<file path="config.mk">
export PLATFORM = sky130hd
export DESIGN_NAME = canvas_cell_writer
export DESIGN_NICKNAME = d
export VERILOG_FILES = /design/src/rtl/canvas_pkg.sv /design/src/rtl/canvas_coord_map.sv /design/src/rtl/canvas_cell_writer.sv
export SDC_FILE = /design/constraint.sdc
export NUM_CORES = 1
export LEC_CHECK = 0
export CAP_MARGIN = 20
export CORE_ASPECT_RATIO = 1.1
export CORE_MARGIN = 2
export CORE_UTILIZATION = 57
export DETAILED_ROUTE_END_ITERATION = 6
export PLACE_DENSITY = 0.95
export SLEW_MARGIN = 20
export SYNTH_ARGS = -nofsm -noshare
export SYNTH_HDL_FRONTEND = slang
export SYNTH_SLANG_ARGS = --single-unit
</file>
<file path="constraint.sdc">
create_clock -name clk -period 4.3 [get_ports clk]
set_clock_uncertainty 0.1 [all_clocks]
set_input_delay 1.075 -clock clk [delete_from_list [all_inputs] [get_ports clk]]
set_output_delay 1.075 -clock clk [all_outputs]
set_load 0.01 [all_outputs]
</file>
<file path="src/rtl/canvas_pkg.sv">
// canvas_pkg: canvas geometry, cell-grid sizing and cell writer state encoding.
package canvas_pkg;
    localparam int H_RES      = 640;
    localparam int V_RES      = 480;
    localparam int CELL_SHIFT = 3;
    localparam int COLS       = H_RES >> CELL_SHIFT;
    localparam int ROWS       = V_RES >> CELL_SHIFT;
    localparam int CELLS      = COLS * ROWS;
    localparam int ADDR_W     = 13;

    typedef enum logic [2:0] {IDLE, RD_REQ, RD_WAIT, WR_REQ, CLR} canvas_wr_state_t;
endpackage

</file>
<file path="src/rtl/canvas_coord_map.sv">
// canvas_coord_map: pixel position to cell address, with on-screen range flag.
module canvas_coord_map
    import canvas_pkg::*;
(
    input  logic [9:0]        x,
    input  logic [8:0]        y,
    output logic [ADDR_W-1:0] addr,
    output logic              valid
);
    assign valid = (x < 10'(H_RES)) && (y < 9'(V_RES));
    assign addr  = ADDR_W'(y >> CELL_SHIFT) * ADDR_W'(COLS) + ADDR_W'(x >> CELL_SHIFT);
endmodule

</file>
<file path="src/rtl/canvas_cell_writer.sv">
// canvas_cell_writer: toggles a drawn cell by read-modify-write, or sweeps the
// whole grid to 0, through a req/gnt RAM port shared with the life engine.
module canvas_cell_writer
    import canvas_pkg::*;
(
    input  logic              clk,
    input  logic              rst,
    input  logic              drawPixel,
    input  logic              clearCanvas,
    input  logic [9:0]        drawX,
    input  logic [8:0]        drawY,
    output logic              mem_req,
    input  logic              mem_gnt,
    output logic              mem_we,
    output logic [ADDR_W-1:0] mem_addr,
    output logic              mem_wdata,
    input  logic              mem_rdata,
    output logic              busy,
    output logic              draw_done,
    output logic              clear_done,
    output logic              dropped
);
    canvas_wr_state_t  state;
    logic [ADDR_W-1:0] in_addr, pend_addr;
    logic              in_valid, draw_pend, clear_pend, take, clr_req;

    canvas_coord_map u_map (.x(drawX), .y(drawY), .addr(in_addr), .valid(in_valid));

    assign take    = drawPixel && in_valid;
    assign clr_req = clear_pend || clearCanvas;

    // mem_addr doubles as the sweep counter while in CLR
    always_ff @(posedge clk or negedge rst) begin
        if (!rst) begin
            state      <= IDLE;
            mem_req    <= 1'b0;
            mem_we     <= 1'b0;
            mem_addr   <= '0;
            mem_wdata  <= 1'b0;
            busy       <= 1'b0;
            draw_done  <= 1'b0;
            clear_done <= 1'b0;
            dropped    <= 1'b0;
            draw_pend  <= 1'b0;
            clear_pend <= 1'b0;
            pend_addr  <= '0;
        end else begin
            draw_done  <= 1'b0;
            clear_done <= 1'b0;
            dropped    <= drawPixel && !in_valid;
            case (state)
                IDLE: begin
                    if (clr_req) begin
                        state      <= CLR;
                        busy       <= 1'b1;
                        mem_req    <= 1'b1;
                        mem_we     <= 1'b1;
                        mem_wdata  <= 1'b0;
                        mem_addr   <= '0;
                        clear_pend <= 1'b0;
                        draw_pend  <= 1'b0;
                        if (take || draw_pend) dropped <= 1'b1;
                    end else if (draw_pend || take) begin
                        state     <= RD_REQ;
                        busy      <= 1'b1;
                        mem_req   <= 1'b1;
                        mem_we    <= 1'b0;
                        mem_addr  <= draw_pend ? pend_addr : in_addr;
                        draw_pend <= draw_pend && take;
                        pend_addr <= in_addr;
                    end
                end
                RD_REQ: if (mem_gnt) begin
                    state   <= RD_WAIT;
                    mem_req <= 1'b0;
                end
                RD_WAIT: begin
                    state     <= WR_REQ;
                    mem_req   <= 1'b1;
                    mem_we    <= 1'b1;
                    mem_wdata <= ~mem_rdata;
                end
                WR_REQ: if (mem_gnt) begin
                    state     <= IDLE;
                    busy      <= 1'b0;
                    mem_req   <= 1'b0;
                    draw_done <= 1'b1;
                end
                CLR: if (mem_gnt) begin
                    if (mem_addr == ADDR_W'(CELLS - 1)) begin
                        state      <= IDLE;
                        busy       <= 1'b0;
                        mem_req    <= 1'b0;
                        mem_addr   <= '0;
                        clear_done <= 1'b1;
                    end else begin
                        mem_addr <= mem_addr + 1'b1;
                    end
                end
                default: state <= IDLE;
            endcase
            // while busy: a clear request outranks any queued draw
            if (state == CLR) begin
                if (take) begin
                    if (draw_pend) dropped <= 1'b1;
                    else begin
                        draw_pend <= 1'b1;
                        pend_addr <= in_addr;
                    end
                end
            end else if (state != IDLE) begin
                if (clr_req) begin
                    clear_pend <= 1'b1;
                    draw_pend  <= 1'b0;
                    if (draw_pend || take) dropped <= 1'b1;
                end else if (take) begin
                    if (draw_pend) dropped <= 1'b1;
                    else begin
                        draw_pend <= 1'b1;
                        pend_addr <= in_addr;
                    end
                end
            end
        end
    end
endmodule

</file>
======== Word-level counts from Yosys, hierarchy flattened ========
Cells that the tools add are included.
storage, ports and cells
  output and inout port bits .............. 20
  bits of input ports ..................... 25
  word-level logic and storage cells ...... 110
  flip-flop bits (word level) ............. 38
operators by class
  order comparisons ....................... 2
  bitwise logic cells ..................... 1
  mux-type cells .......................... 60
  eq/ne operators ......................... 12
  $mul .................................... 1
  reduce and logical (&&, ||, !) cells .... 20
  $add $sub $neg .......................... 2
operator list
  cell                                                                number
  13-bit 2-to-1 mux                                                   13
  1-bit 2-to-1 mux                                                    35
  13-bit case mux with 2 select lines                                 1
  3-bit 2-to-1 mux                                                    6
  3-bit case mux with 5 select lines                                  1
  5-bit AND reduction                                                 3
  13-bit by 1-bit adder with 13-bit output, second input constant     1
  13-bit by 7-bit adder with 13-bit output                            1
  13-bit == test, second input constant                               1
  10-bit less-than comparator, second input constant                  1
  2-bit != test, second input constant                                5
  9-bit less-than comparator, second input constant                   1
  6-bit by 3-bit multiplier with 9-bit output, second input constant  1
  3-bit by 2-bit == test with 1-bit output, second input constant     2
  3-bit nonzero test                                                  2
  1-bit logical AND                                                   4
  1-bit case mux with 2 select lines                                  2
  1-bit case mux with 4 select lines                                  1
  2-bit AND reduction                                                 2
  2-bit nonzero test                                                  2
  4-bit nonzero test                                                  1
  3-bit by 1-bit == test with 1-bit output, second input constant     1
  3-bit == test, second input constant                                1
  3-bit logical NOT                                                   1
  other kinds (8)                                                     9

======== Depth between registers and ports, before layout ========
  depth after elaboration ................. 12
  mapped depth ............................ 9
  depth with buffers taken out ............ 9

======== Modules after synthesis ========
A second synthesis with hierarchy kept.
second synthesis, totals
  cells, all modules ...................... 262
  area, all modules ....................... 2,587.5 sq um
modules (own cells, without submodules)
  module              cells an instance  area an instance (sq um)  instances  seq. area each (sq um)
  canvas_cell_writer  205                2,108.3                   1          950.9
  canvas_coord_map    57                 479.2                     1          0.0

======== Least setup slack after synthesis ========
OpenSTA, ideal clock, no wires.
  path kind ............................... input to register
  start ................................... in drawY[4]
  end ..................................... reg pend_addr[11]
  data required time ...................... 4,075 ps
  stages .................................. 8
  path buffers ............................ 0
  path slack .............................. 1,055 ps
  library setup time ...................... 125 ps
  arrival time ............................ 3,021 ps
  cells stage by stage .................... ha_1 > ha_1 > fa_1 > and3_1 > a32oi_1 > nor4b_1 > xor2_1 > mux2_2
between the ends
  cells in the longest elaborated chain, start to end .. 12
  elaborated cells between the ends (all ways) .. 14
  those cells by class .................... add/sub: 1; mul: 1; order compare: 1; mux: 8; reduce/logical: 3
ends and longest elaborated chain
  element                                                                            RTL line                   text
  start: declaration                                                                 canvas_cell_writer.sv:11   input logic [8:0] drawY,
  branches (longest 11 deep; another with 13-bit by 7-bit adder with 13-bit output)  -
  13-bit 2-to-1 mux *                                                                canvas_cell_writer.sv:103  if (state == CLR) begin
  end signal: assignment                                                             canvas_cell_writer.sv:70   pend_addr <= in_addr;
  end signal: assignment                                                             canvas_cell_writer.sv:108  pend_addr <= in_addr;
  end signal: assignment                                                             canvas_cell_writer.sv:120  pend_addr <= in_addr;
  end: declaration                                                                   canvas_cell_writer.sv:24   logic [ADDR_W-1:0] in_addr, pend_addr;
Mark *: on every way between the ends.
A chain may end at the register's enable or synchronous reset.

======== Worst setup path in the final report ========
Ends and elaborated chain as after synthesis.

==> run_results.csv <==
group,metric,value,unit
status,status,"completed",
timing,hold_viol_final,0,
clock_network,tritoncts,"yes",
timing,relSlewSlack,0.432,
clock_network,cts.clk_slew.worst_paths,0.07,ns
floorplanning,dieArea,0.00493,sq mm
yosys,syn_nets,299,
job,max-cap-violations,0,
yosys,netlist_top_cells_area,"dfrtp_1 (38%), ha_1 (6.0%), mux2_2 (5.4%), a21oi_1 (4.0%), nand2_1 (3.8%)",
global_routing,grt_pass1_wl,9770,um
critical_path,cp_common_cell,"ha_1",
timing,finalSetupViolCount,0,
routing,vias,2136,
yosys,synth-main-ff-cell,"dfrtp_1",
layout,nets,334,
yosys,synthXorXnorAreaFrac,0.0316,
critical_path,critPathLaunchType,"primary input",
timing,drv_slew,0,
yosys,ys_seq_area_frac,0.381,
power_and_ir_drop,switchingPower,675,uW
worst_hold_path,hp-class,"flop to flop",
yosys,yosys.area.top_type_share,0.381,
critical_path,reg2reg_slack,1.91,ns
floorplanning,io_pins,45,
clock_network,cts_htree_levels,2,
global_routing,grt_pass1_vias,2120,
global_routing,track_usage,0.261,
yosys,yosys.area_share.simple,0.181,
layout,final_area,0.00299,sq mm
clock_network,cts_setup_buffers,0,
timing,tns,0,ns
clock_network,clk_latency,0.30,ns
critical_path,cp-endpoint,"pend_addr[11]$_DFF_PN0_",
layout,antenna_cells,0,
clock_network,holdBufCountCts,0,
layout,syn_to_final_growth,19.5,%
yosys,synth_edf_count,0,
yosys,synthesis.area,0.00250,sq mm
yosys,synth_top_area_cell,"dfrtp_1",
power_and_ir_drop,power.internal,1.09,mW
power_and_ir_drop,swShare,0.382,
global_routing,antenna_found_initial,0,
global_routing,grt-ovfl-total,0,
critical_path,cp_cell_sequence,"clkdlybuf4s50_1 > ha_1 > ha_1 > fa_1 > and3_1 > a32oi_1 > nor4b_1 > xor2_1 > mux2_2",
critical_path,endpoint_kind,"flop",
critical_path,crit_fanout,4,
critical_path,critPathMaxStageDelay,0.56,ns
timing,grt_setup_unrepaired,"no",
clock_network,cts-root-buf,"clkbuf_8",
yosys,muxShareOfSynthArea,0.0741,
layout,drive_gt1_frac,0.112,
floorplanning,placementRows,25,
clock_network,cts_buffer_depth,2,
floorplanning,die_x,67.1,um
routing,via_per_inst,6.12,
place,globalplace.congestion,0.783,
timing,fin_crit,3.59,ns
timing,fin_crit_sh,0.836,
yosys,synthArstFlopShare,1.00,
timing,max_slew.worst_pin.slew,0.852,ns
yosys,synth_fa_ha_area_frac,0.0762,
power_and_ir_drop,leakage,1.25,nW
critical_path,reg2reg_depth,7,
place,placed_area,0.00287,sq mm
routing,totalWireLength,5680,um
routing,wl_per_cell,16.3,um
place,dp_slack,0.435,ns
critical_path,arrival,3.68,ns
critical_path,regToRegEndpoint,"state[0]$_DFFE_PN0P_",
place,hpwlAfterDp,4200,um
power_and_ir_drop,clkPwrFrac,0.176,
global_routing,grt_max_degree,39,
place,port_buffers,38,
routing,drtIter0Drc,182,
timing,finalWorstSetupSlack,0.706,ns
yosys,synthTopCellsByCount,"dfrtp_1 (38), nand2_1 (25), a21oi_1 (20), nor2_1 (20), o21ai_0 (13)",
critical_path,crit_start,"drawY[4]",
critical_path,critPathSlowestCell,"fa_1",
critical_path,required,4.38,ns
yosys,synth-compound-area-share,0.214,
floorplanning,core,0.00425,sq mm
yosys,synth_top_family_by_area,"compound AO/OA/AOI/OAI gates",
floorplanning,die_h,73.4,um
yosys,synth_seq_cells,38,
routing,drc,0,
power_and_ir_drop,seq_power_share,0.384,
yosys,syn_inst,260,
power_and_ir_drop,p_total,1.77,mW
yosys,yosysUniqueCellTypes,62,
power_and_ir_drop,pwr-share-comb,0.440,
power_and_ir_drop,p_per_area,592,mW/mm^2
clock_network,cts_resized,0,
yosys,yosysWarningCount,0,
floorplanning,initial_core_util,0.587,
routing,drt-pass1-iter-count,5,
timing,max_clock_freq,278,MHz
critical_path,worstReg2RegStart,"mem_addr[0]$_DFFE_PN0P_",
yosys,yosysMostFrequentCell,"dfrtp_1",
power_and_ir_drop,vdd_drop_max,304,uV
routing,ant_nets,0,
yosys,syn_area_per_cell,9.61,sq um
clock_network,clock_sinks,38,
critical_path,path_class,"primary input to flop",
clock_network,cts_inserted_buffers,5,
## layout make-up
cell class	count	area [sq um]
fillers	346	1270
well taps	54	67.6
inverters	10	37.5
flip-flops and latches	38	951
repair buffers	38	375
clock buffers	6	82.6
clock inverters	1	30.0
multi-input cells	202	1440
## critical path: cells and delay by family
| family | cells | cell delay, ns |
|---|---|---|
| fa+ha+maj | 3 | 1.11 |
| mux | 1 | 0.28 |
| simple gates | 2 | 0.53 |
| compound gates | 1 | 0.09 |
| xor+xnor | 1 | 0.13 |
| buf+inv | 1 | 0.46 |
## per-layer routing
layer	wire, um	up-vias	GRT usage	part of all wire
met5	0	-	0	0
met4	85	0	0.0952	0.015
met3	272	7	0.0444	0.048
met2	2970	68	0.465	0.52
met1	2360	1033	0.312	0.41
li1	-	1028	-	-
## logic make-up (layout without fill, tap and decap cells)
logic type | count (synthesis) | in the layout
AOI/OAI and AO/OA | 77 | 77
xor gates and xnor gates | 9 | 9
adders and majority gates | 14 | 14
buffers and inverters | 20 | 55
DFF | 38 | 38
muxes | 17 | 17
and+or+nand+nor | 85 | 85
## placed cells by master, fill, tap and decap left out, types with 3 or more instances in the layout
cell type / count
nor2b_1: 3
mux2i_1: 5
xnor2_1: 5
nand2_1: 25
clkdlybuf4s50_1: 37
and3_1: 5
ha_1: 12
clkbuf_8: 6
a21o_1: 4
o21ai_1: 7
o21ai_0: 13
a32oi_1: 3
or2_2: 3
inv_1: 10
o31ai_1: 3
xor2_1: 4
dfrtp_1: 38
mux2_2: 12
nand3_1: 8
a21oi_1: 20
nor2_1: 20
## worst min path at each step
stage,cells past startpoint,slack (ns),end,start
finish,1,0.39,mem_wdata$_DFFE_PN0P_,mem_wdata$_DFFE_PN0P_
global route,1,0.43,mem_wdata$_DFFE_PN0P_,mem_wdata$_DFFE_PN0P_
CTS,1,0.40,mem_wdata$_DFFE_PN0P_,mem_wdata$_DFFE_PN0P_
detailed placement,1,0.38,mem_wdata$_DFFE_PN0P_,mem_wdata$_DFFE_PN0P_
global placement,2,0.38,mem_we$_DFFE_PN0P_,mem_we$_DFFE_PN0P_
floorplan,2,0.37,flop,flop
## stage by stage
step	util	std cells	hold slack, ns
6_report	0.702	349	0.391
5_1_grt	0.702	349	0.427
4_1_cts	0.702	349	0.397
3_5_place_dp	0.675	342	0.382
3_3_place_gp	0.675	342	0.379
2_1_floorplan	-	260	0.367
## sequential cells by signal, summed over array words and instances, names as in the netlist, named ones only
name and count:
busy 1, clear_done 1, draw_done 1, draw_pend 1
dropped 1, mem_addr 13, mem_req 1, mem_wdata 1
mem_we 1, pend_addr 13, state 3
## power groups by stage
stage | sequential (mW) | clock, mW | combinational (mW)
after floorplan | 0.644 | 0 | 0.525
after global placement | 0.669 | 0 | 0.741
after detailed placement | 0.677 | 0 | 0.774
after CTS | 0.673 | 0.312 | 0.779
after global routing | 0.700 | 0.331 | 0.859
final | 0.679 | 0.311 | 0.777
Power figures use the tool's default switching activity.
